<file path="src/rtl/en_strobe_gen_pkg.sv">
// ============================================================================
// Module      : en_strobe_pkg
// Description : Shared types and default widths for the EN/MAX enable-count
//               strobe generator and its prescaler.
// Revision    : 1.0 - initial release
// ============================================================================
`default_nettype none

package en_strobe_pkg;

  // Default widths of the period divider and of the wrap target/counter.
  localparam int c_DIV_W_DEFAULT = 8;
  localparam int c_CNT_W_DEFAULT = 8;

  // Controller states. The encoding is fixed so that it can be probed
  // externally with stable values.
  typedef enum logic [1:0] {
    IDLE = 2'b00,
    RUN  = 2'b01,
    FIN  = 2'b10
  } state_t;

  // BUSY covers every state except IDLE.
  function automatic logic state_busy(input state_t s);
    return (s != IDLE);
  endfunction

endpackage

`default_nettype wire

</file>
<file path="src/rtl/en_strobe_gen_prescaler.sv">
// ============================================================================
// Module      : en_prescaler
// Description : DIV_W-wide down-counter that produces the strobe tick.
//               While run is high it counts down every clock. When it is at
//               zero it raises tick for that cycle and reloads load_val.
//               A load request overrides counting and presets the counter.
// Revision    : 1.0 - initial release
// ============================================================================
`default_nettype none

module en_prescaler
  import en_strobe_pkg::*;
#(
  parameter int DIV_W = c_DIV_W_DEFAULT
) (
  input  logic             clk,
  input  logic             rst,
  input  logic             load,
  input  logic [DIV_W-1:0] load_val,
  input  logic             run,
  output logic             tick
);

  logic [DIV_W-1:0] r_cnt;
  logic             w_zero;

  assign w_zero = (r_cnt == '0);

  // The tick is only meaningful while the controller is running.
  assign tick = run && w_zero;

  // Down-counter with a preset on load and an automatic reload on reaching zero.
  always_ff @(posedge clk or posedge rst) begin
    if (rst) begin
      r_cnt <= '0;
    end else if (load) begin
      r_cnt <= load_val;
    end else if (run) begin
      r_cnt <= w_zero ? load_val : (r_cnt - DIV_W'(1));
    end
  end

endmodule

`default_nettype wire

</file>
<file path="src/rtl/en_strobe_gen.sv">
// ============================================================================
// Module      : en_strobe_gen
// Description : Producer side of the EN/MAX enable-count interface. Emits
//               one-cycle EN strobes every DIV+1 clocks, counts MAX pulses
//               returned alongside EN, and pulses DONE once the programmed
//               number of wraps has been seen.
//               Build option EN_STROBE_AUTORELOAD_EN: when defined, the
//               completion state restarts a new batch instead of returning
//               to IDLE, so the block runs until STOP.
// Revision    : 1.0 - initial release
// ============================================================================
`default_nettype none

module en_strobe_gen
  import en_strobe_pkg::*;
#(
  parameter int DIV_W = c_DIV_W_DEFAULT,
  parameter int CNT_W = c_CNT_W_DEFAULT
) (
  input  logic             clk,
  input  logic             rst,
  input  logic             START,
  input  logic             STOP,
  input  logic [DIV_W-1:0] DIV,
  input  logic [CNT_W-1:0] WRAPS,
  input  logic             MAX,
  output logic             EN,
  output logic             BUSY,
  output logic             DONE,
  output logic [CNT_W-1:0] WRAP_CNT
);

  state_t           r_state;
  state_t           w_state_nxt;

  logic [DIV_W-1:0] r_div_q;
  logic [CNT_W-1:0] r_wraps_q;
  logic [CNT_W-1:0] r_wrap_cnt;
  logic             r_en;
  logic             r_done;

  logic             w_accept;
  logic             w_count;
  logic             w_last;
  logic             w_sat;
  logic             w_en_nxt;
  logic             w_done_nxt;

  logic             w_pre_load;
  logic [DIV_W-1:0] w_pre_val;
  logic             w_pre_run;
  logic             w_tick;

  // START is honoured only from IDLE; any other state ignores it.
  assign w_accept = (r_state == IDLE) && START;

  // A MAX pulse counts only when it coincides with our own EN strobe. STOP
  // takes priority, so an aborting edge leaves the wrap count untouched.
  assign w_count = (r_state == RUN) && r_en && MAX && !STOP;

  // Compare one bit wider so an all-ones count cannot alias onto zero.
  assign w_last = w_count &&
                  (({1'b0, r_wrap_cnt} + (CNT_W+1)'(1)) == {1'b0, r_wraps_q});

  assign w_sat     = &r_wrap_cnt;
  assign w_pre_run = (r_state == RUN);

  en_prescaler #(
    .DIV_W (DIV_W)
  ) u_prescaler (
    .clk      (clk),
    .rst      (rst),
    .load     (w_pre_load),
    .load_val (w_pre_val),
    .run      (w_pre_run),
    .tick     (w_tick)
  );

  // Next-state, strobe and prescaler-control decode.
  always_comb begin
    w_state_nxt = r_state;
    w_en_nxt    = 1'b0;
    w_pre_load  = 1'b0;
    w_pre_val   = r_div_q;
    case (r_state)
      IDLE: begin
        if (w_accept) begin
          // The live DIV is used here because div_q only updates on this edge.
          w_pre_load  = 1'b1;
          w_pre_val   = DIV;
          w_state_nxt = (WRAPS == '0) ? FIN : RUN;
        end
      end
      RUN: begin
        if (STOP) begin
          w_state_nxt = IDLE;
        end else if (w_last || (r_wraps_q == '0)) begin
          // A zero target only reaches RUN through the autoreload path and
          // completes immediately.
          w_state_nxt = FIN;
        end else begin
          w_en_nxt = w_tick;
        end
      end
      FIN: begin
`ifdef EN_STROBE_AUTORELOAD_EN
        w_state_nxt = RUN;
        w_pre_load  = 1'b1;
`else
        w_state_nxt = IDLE;
`endif
      end
      default: begin
        w_state_nxt = IDLE;
      end
    endcase
    // DONE is high for exactly the one cycle spent in FIN.
    w_done_nxt = (w_state_nxt == FIN);
  end

  // Controller state register.
  always_ff @(posedge clk or posedge rst) begin
    if (rst) begin
      r_state <= IDLE;
    end else begin
      r_state <= w_state_nxt;
    end
  end

  // Capture the run configuration on an accepted START.
  always_ff @(posedge clk or posedge rst) begin
    if (rst) begin
      r_div_q   <= '0;
      r_wraps_q <= '0;
    end else if (w_accept) begin
      r_div_q   <= DIV;
      r_wraps_q <= WRAPS;
    end
  end

  // Registered EN and DONE strobes.
  always_ff @(posedge clk or posedge rst) begin
    if (rst) begin
      r_en   <= 1'b0;
      r_done <= 1'b0;
    end else begin
      r_en   <= w_en_nxt;
      r_done <= w_done_nxt;
    end
  end

  // Wrap counter: cleared whenever a batch starts, saturating at all-ones.
  always_ff @(posedge clk or posedge rst) begin
    if (rst) begin
      r_wrap_cnt <= '0;
    end else if (w_pre_load) begin
      r_wrap_cnt <= '0;
    end else if (w_count && !w_sat) begin
      r_wrap_cnt <= r_wrap_cnt + CNT_W'(1);
    end
  end

  assign EN       = r_en;
  assign DONE     = r_done;
  assign BUSY     = state_busy(r_state);
  assign WRAP_CNT = r_wrap_cnt;

endmodule

`default_nettype wire

</file>
<file path="config.mk">
export PLATFORM = sky130hd
export DESIGN_NAME = en_strobe_gen
export DESIGN_NICKNAME = d
export VERILOG_FILES = /design/src/rtl/en_strobe_gen_pkg.sv /design/src/rtl/en_strobe_gen_prescaler.sv /design/src/rtl/en_strobe_gen.sv
export SDC_FILE = /design/constraint.sdc
export NUM_CORES = 1
export LEC_CHECK = 0
export CORE_UTILIZATION = 48
export CTS_CLUSTER_SIZE = 24
export DETAILED_ROUTE_END_ITERATION = 8
export GPL_TIMING_DRIVEN = 0
export PLACE_DENSITY_LB_ADDON = 0.15
export SETUP_SLACK_MARGIN = 0.4
export SYNTH_ARGS = -nofsm -noshare
export SYNTH_HDL_FRONTEND = slang
export SYNTH_SLANG_ARGS = --single-unit
</file>
<file path="constraint.sdc">
create_clock -name clk -period 1.8 [get_ports clk]
set_input_delay 0.27 -clock clk [delete_from_list [all_inputs] [get_ports clk]]
set_output_delay 0.27 -clock clk [all_outputs]
set_load 0.05 [all_outputs]
</file>
==> impl_metrics.py, run 1 <==
metrics = {
    "sta": {
        "worstMarginPinSlew_ps": 762,
        "setup_viol": 12,
        "tns_ps": -2520,
        "hold_viol_final": 0,
        "drv_slew": 0,
        "grt_setup_unrepaired": "yes",
        "setup_slack_ps": -295,
        "relSlewSlack_pct": 49.1,
        "finalCritPeriodShare_pct": 116,
        "max_clock_freq_ghz": 0.477,
        "period_needed_ps": 2100,
        "skew_ps": 9.36,
    },
    "floorplan": {
        "placementRows": 23,
        "die_h_um": 67.8,
        "design.core.area_sq_mm": 0.00409,
        "die_width_um": 67.8,
        "start_util_pct": 50.9,
        "pin_count": 32,
        "dieArea_sq_mm": 0.00460,
    },
    "clock_tree": {
        "clk_latency_ps": 310,
        "cts_buffer_depth": 2,
        "clock-sinks": 36,
        "cts_root_buf": "clkbuf_8",
        "h-tree-depth": 2,
        "cts_tree": "yes",
        "numCtsBuffers": 5,
        "cts_hold_buf": 0,
        "clkTransAtPathRegs_ps": 80,
    },
    "pwr": {
        "seqPwrFrac_pct": 34.7,
        "power.density_mw_per_mm2": 1100,
        "switching_power_mw": 1.48,
        "combPwrFrac_pct": 49.7,
        "leakagePower_nw": 1.47,
        "vdd_ir_drop_max_uv": 898,
        "sw_frac_of_total_pct": 40.3,
        "intPower_mw": 2.19,
        "power_frac_clock_pct": 15.5,
    },
    "synth": {
        "synth_cell_types": 45,
        "synth_edf_count": 0,
        "ys_async_sr_fraction_pct": 100,
        "syn-mean-instance-area_sq_um": 8.49,
        "postSynthCellCount": 245,
        "synth_seq_area_share_pct": 43.3,
        "postSynth.topFlopCell": "dfrtp_1",
        "synth_area_leader_cell": "dfrtp_1",
        "yosys_register_bits": 36,
        "synth_warnings": 0,
        "synthTopCellsByArea": "dfrtp_1 43%, nand2_1 12%, o21ai_0 4.8%",
        "synth_area_sq_mm": 0.00208,
        "syn_nets": 269,
        "yosys.area.top_type_share_pct": 43.3,
    },
    "critical_path": {
        "critical_path.startpoint_type": "register",
        "crit_path_end_kind": "register",
        "cp_max_fo": 9,
        "required_ps": 2030,
        "r2r_cells": 6,
        "path_class": "register to register",
        "arrival_ps": 2330,
        "rrSetupSlack_ps": -300,
    },
    "run": {
        "maxCapViolations": 0,
    },
    "min_path": {
        "hold_path_class": "input port to asynchronous set/reset pin",
    },
    "place": {
        "dpl_cell_area_sq_mm": 0.00253,
        "hpwlAfterDp_um": 3530,
        "gp_congestion": 0.831,
        "numPortBuffers": 31,
        "post-place-ws_ps": -517,
        "dpl.cell_count": 326,
    },
    "routing": {
        "wl_um": 7370,
        "drc": 0,
        "detail-route-antenna-nets": 0,
        "firstDrtPassIters": 4,
        "num_vias": 2270,
        "viasPerCell": 6.02,
        "drtIter0Drc": 290,
        "wl_per_cell_um": 19.5,
    },
    "layout": {
        "fin_nets": 352,
        "fin_cells": 377,
        "postLayoutCellArea_sq_mm": 0.00334,
        "drive_above_1_share_pct": 45.9,
        "synthToLayoutAreaGrowth_pct": 60.5,
        "diodes": 0,
    },
    "run_status": {
        "status": "finished with violations",
        "violations": "negative setup slack",
    },
    "grt": {
        "grt_util_all_layers_pct": 28.5,
        "antenna_found_initial": 0,
        "grt_max_degree": 37,
        "grt_remaining_overflow": 0,
        "grt_pass1_vias": 1976,
        "grt_pass1_wl_um": 9520,
    },
}
[placed cells by master (no fill, tap or decap), types with 4 or more instances in the layout]
cell type	n
o21ai_1	9
nand2_1	49
dfrtp_1	27
and2_4	4
clkdlybuf4s50_1	19
clkbuf_8	6
nor4_1	4
nor2_4	6
nor2_1	8
nand2_2	18
o21ai_2	9
buf_2	6
xnor2_1	8
buf_8	6
buf_4	25
mux2i_1	4
dfrtp_2	9
inv_2	4
nor3_1	4
buf_6	19
[path summary, 6_finish.rpt]
check,startpoint,to
hold reg to reg,r_div_q[5]$_DFF_PP0_,r_div_q[5]$_DFF_PP0_
setup reg to reg,WRAP_CNT[5]$_DFFE_PP0P_,r_state[1]$_DFF_PP0_
setup / recovery,WRAP_CNT[5]$_DFFE_PP0P_,r_state[1]$_DFF_PP0_
min in group clk,START,u_prescaler.r_cnt[3]$_DFFE_PP0P_
hold / removal,rst,r_wraps_q[1]$_DFFE_PP0P_
max in group asynchronous,rst,u_prescaler.r_cnt[5]$_DFFE_PP0P_
[sequential cells by signal (all words and copies together), names as in the netlist]
register / cells
u_prescaler.r_cnt: 8
WRAP_CNT: 8
DONE: 1
EN: 1
r_state: 2
r_div_q: 8
r_wraps_q: 8
[through the flow]
step,hold slack [ps],util (%),power [mW]
floorplan,375,-,1.93
global placement,461,62.0,2.18
detailed placement,468,62.0,2.21
CTS,462,70.9,3.05
global route,507,81.7,3.82
finish,423,81.7,3.67
[cell usage after synthesis, drive strengths merged, types with 4 or more instances]
library cell / count
o31ai: 4
inv: 6
clkbuf: 5
a21oi: 7
dfrtp: 36
and2: 5
nor2b: 4
o21ai: 21
nor2: 16
buf: 5
xnor2: 9
mux2i: 4
nand3: 5
nor4: 4
nand2: 68
nor3: 7
[what timing repair did]
action,4_1_cts,5_1_grt
pin swaps,19,29
endpoints found under the setup margin,47,44
buffers inserted,23,19
endpoints found under the hold margin,0,0
cloned,1,2
resized for setup,86,93
[cell families (layout without fill, tap and decap cells)]
group                    count (synthesis)  after routing  synth area share, %
AND/OR/NAND/NOR                        122            122                 27.1
adder cells (fa/ha/maj)                  3              3                 1.81
buffers and inverters                   16             98                 3.01
AO/OA/AOI/OAI                           52             52                 17.8
XOR/XNOR                                12             12                 5.05
multiplexers                             4              4                 1.93
flip-flops                              36             36                 43.3
[metal layers]
metal  GRT usage, %  vias to the layer above  part of all wire, %
li1               -                     1016                    -
met1           39.0                     1109                   42
met2           43.4                      111                   47
met3           6.67                       34                  7.2
met4           10.9                        0                  3.8
met5              0                        -                    0
[cell type report]
cell class,instances,area (sq um)
buffer,10,106
fill,224,748
clock buffer,6,72.6
timing repair buffer,76,727
inverter,6,22.5
multi-input combinational,193,1440
sequential,36,912
tap,50,62.6
[power groups by stage]
stage / combinational [mW] / sequential (mW) / clock (mW)
floorplan: 0.751 / 1.18 / 0
CTS: 1.27 / 1.23 / 0.553
detailed placement: 0.972 / 1.24 / 0
global route: 1.94 / 1.29 / 0.597
finish: 1.83 / 1.27 / 0.570
global placement: 0.949 / 1.23 / 0
[critical path, stage by stage, from the launching register on]
cell	delay, ps
dfrtp_1	360
buf_2	240
nand2_1	90
nor3_1	510
xnor2_1	200
a2111oi_4	440
or2_1	180
Power figures use the tool's default switching activity.
==> run 2, diff against run 1 <==
Settings changed: PLACE_DENSITY set to 0.75, PLACE_DENSITY_LB_ADDON 0.15 to unset.
==> run 2 against run 1 <==
The run still ends with negative setup slack left; sequential power hardly changed; flip-flop and latch count stayed put; worst hold slack worse by 2.1 ps; global-route usage is 3.1 points lower; total power is 4.9% lower; clock-buffer cell count is 2 higher; combinational power is 11% lower; clock power is 7.7% higher; critical endpoint unchanged.
==> impl_metrics.py, run 2 (synthesis results as in run 1) <==
metrics = {
    "run_status": {
        "status": "finished with violations",
        "violations": "negative setup slack",
    },
    "clock_tree": {
        "clk_latency_ps": 300,
        "cts_buffer_depth": 2,
        "h-tree-depth": 2,
        "clkTransAtPathRegs_ps": 70,
        "clock-sinks": 36,
        "cts_hold_buf": 0,
        "cts_tree": "yes",
        "numCtsBuffers": 5,
        "cts_root_buf": "clkbuf_8",
    },
    "floorplan": {
        "start_util_pct": 50.9,
        "pin_count": 32,
        "dieArea_sq_mm": 0.00460,
        "die_h_um": 67.8,
        "die_width_um": 67.8,
        "placementRows": 23,
        "design.core.area_sq_mm": 0.00409,
    },
    "sta": {
        "worstMarginPinSlew_ps": 755,
        "finalCritPeriodShare_pct": 109,
        "max_clock_freq_ghz": 0.511,
        "skew_ps": 4.96,
        "hold_viol_final": 0,
        "holdWs_ps": 421,
        "drv_slew": 0,
        "setup_slack_ps": -158,
        "setup_viol": 9,
        "relSlewSlack_pct": 49.6,
        "grt_setup_unrepaired": "yes",
        "period_needed_ps": 1960,
    },
    "pwr": {
        "power_mw": 3.49,
        "leakagePower_nw": 1.38,
        "vdd_ir_drop_max_uv": 751,
        "power.density_mw_per_mm2": 1110,
    },
    "layout": {
        "drive_above_1_share_pct": 39.0,
        "mostFrequentLayoutCell": "nand2_1",
        "fin_nets": 333,
        "seqCellArea_sq_um": 911,
        "synthToLayoutAreaGrowth_pct": 50.8,
        "fillers": 278,
        "postLayoutCellArea_sq_mm": 0.00314,
        "diodes": 0,
        "multiInputGateArea_sq_mm": 0.00137,
        "most-common-layout-cells": "54 x nand2_1, 28 x dfrtp_1, 19 x clkdlybuf4s50_1, 12 x o21ai_1, 12 x buf_6",
    },
    "min_path": {
        "hold_path_class": "input port to asynchronous set/reset pin",
    },
    "critical_path": {
        "crit_path_end_kind": "register",
        "worst-path-buf-inv": 1,
        "path_delay_family": "simple AND/OR/NAND/NOR gates",
        "cp_max_fo": 7,
        "arrival_ps": 2190,
        "r2r_start": "WRAP_CNT[4]$_DFFE_PP0P_",
        "regToRegEndpoint": "r_state[1]$_DFF_PP0_",
        "rrSetupSlack_ps": -160,
        "required_ps": 2030,
        "r2r_cells": 6,
        "critPathMaxStageDelay_ps": 500,
        "path_depth": 6,
        "path_cells": "buf_6 > nand2_2 > o21a_1 > or4_4 > a2111oi_4 > or2_1",
        "path_class": "register to register",
        "crit_slowest_cell": "or4_4",
        "critical_path.startpoint_type": "register",
    },
    "grt": {
        "antenna_found_initial": 0,
        "grt_pass1_vias": 1760,
        "grt_max_degree": 37,
        "grt_remaining_overflow": 0,
        "grt_util_all_layers_pct": 25.3,
        "grt_pass1_wl_um": 8480,
    },
    "place": {
        "hpwlAfterDp_um": 3530,
        "dpl_cell_area_sq_mm": 0.00253,
        "numPortBuffers": 31,
        "gp_congestion": 0.862,
    },
    "routing": {
        "drc": 0,
        "drtIter0Drc": 197,
        "viasPerCell": 6.01,
        "wl_per_cell_um": 18.0,
        "wl_um": 6480,
        "detail-route-antenna-nets": 0,
        "firstDrtPassIters": 5,
        "num_vias": 2163,
    },
    "run": {
        "maxCapViolations": 0,
    },
}
run 2: cell types whose count changed in the layout (fill, tap and decap cells not counted), sizes merged:
cell           change
buf               -18
dlymetal6s2s       -1
clkdlybuf4s15      +1
dlygate4sd2        +1
run 2: metal layers:
layer  GRT usage [%]  wire length, um  vias up
li1                -                -      977
met1            37.1             2790     1050
met2            37.7             3100      122
met3            4.17              444       14
met4            8.59              139        0
met5               0                0        -
run 2: stage by stage:
stage	utilization (%)	instances	setup TNS, ps	worst slack [ps]
after global placement	62.0	326	-10020	-489
after global routing	76.8	360	-1550	-209
after floorplan	-	245	-1410	-211
final	76.8	360	-974	-158
after detailed placement	62.0	326	-5330	-526
after CTS	69.4	350	-1230	-223
run 2: worst max path at each step:
stage                            startpoint                    to  slack, ps
global placement                       STOP  r_state[0]$_DFF_PP0_       -490
global route        WRAP_CNT[4]$_DFFE_PP0P_  r_state[1]$_DFF_PP0_       -210
CTS                 WRAP_CNT[0]$_DFFE_PP0P_  r_state[1]$_DFF_PP0_       -220
finish              WRAP_CNT[4]$_DFFE_PP0P_  r_state[1]$_DFF_PP0_       -160
floorplan           WRAP_CNT[0]$_DFFE_PP0P_  r_state[0]$_DFF_PP0_       -210
detailed placement                     STOP  r_state[1]$_DFF_PP0_       -530
run 2: layout make-up:
cell class,instances,area share (%)
plain buffers,10,3.35
clock buffers,8,2.87
inverters,6,0.718
multi-input cells,193,43.6
flip-flops and latches,36,29.0
well taps,50,1.99
repair buffers,57,18.4
run 2: where the power goes:
group | total [mW] | switching, mW | internal [mW]
Sequential | 1.25 | 0.243 | 1.01
Combinational | 1.63 | 0.832 | 0.793
Clock | 0.614 | 0.302 | 0.312
run 2: repair_timing:
action | 4_1_cts | 5_1_grt
gates resized for setup | 69 | 81
gates cloned | 0 | 3
buffers inserted | 16 | 7
endpoints found under the setup margin | 47 | 44
pin swaps | 15 | 37
run 2: worst reg2reg max path, cell delays in order, from the launching register on:
cell and delay (ps):
dfrtp_2 380, buf_6 140, nand2_2 80, o21a_1 210, or4_4 500, a2111oi_4 410
or2_1 160
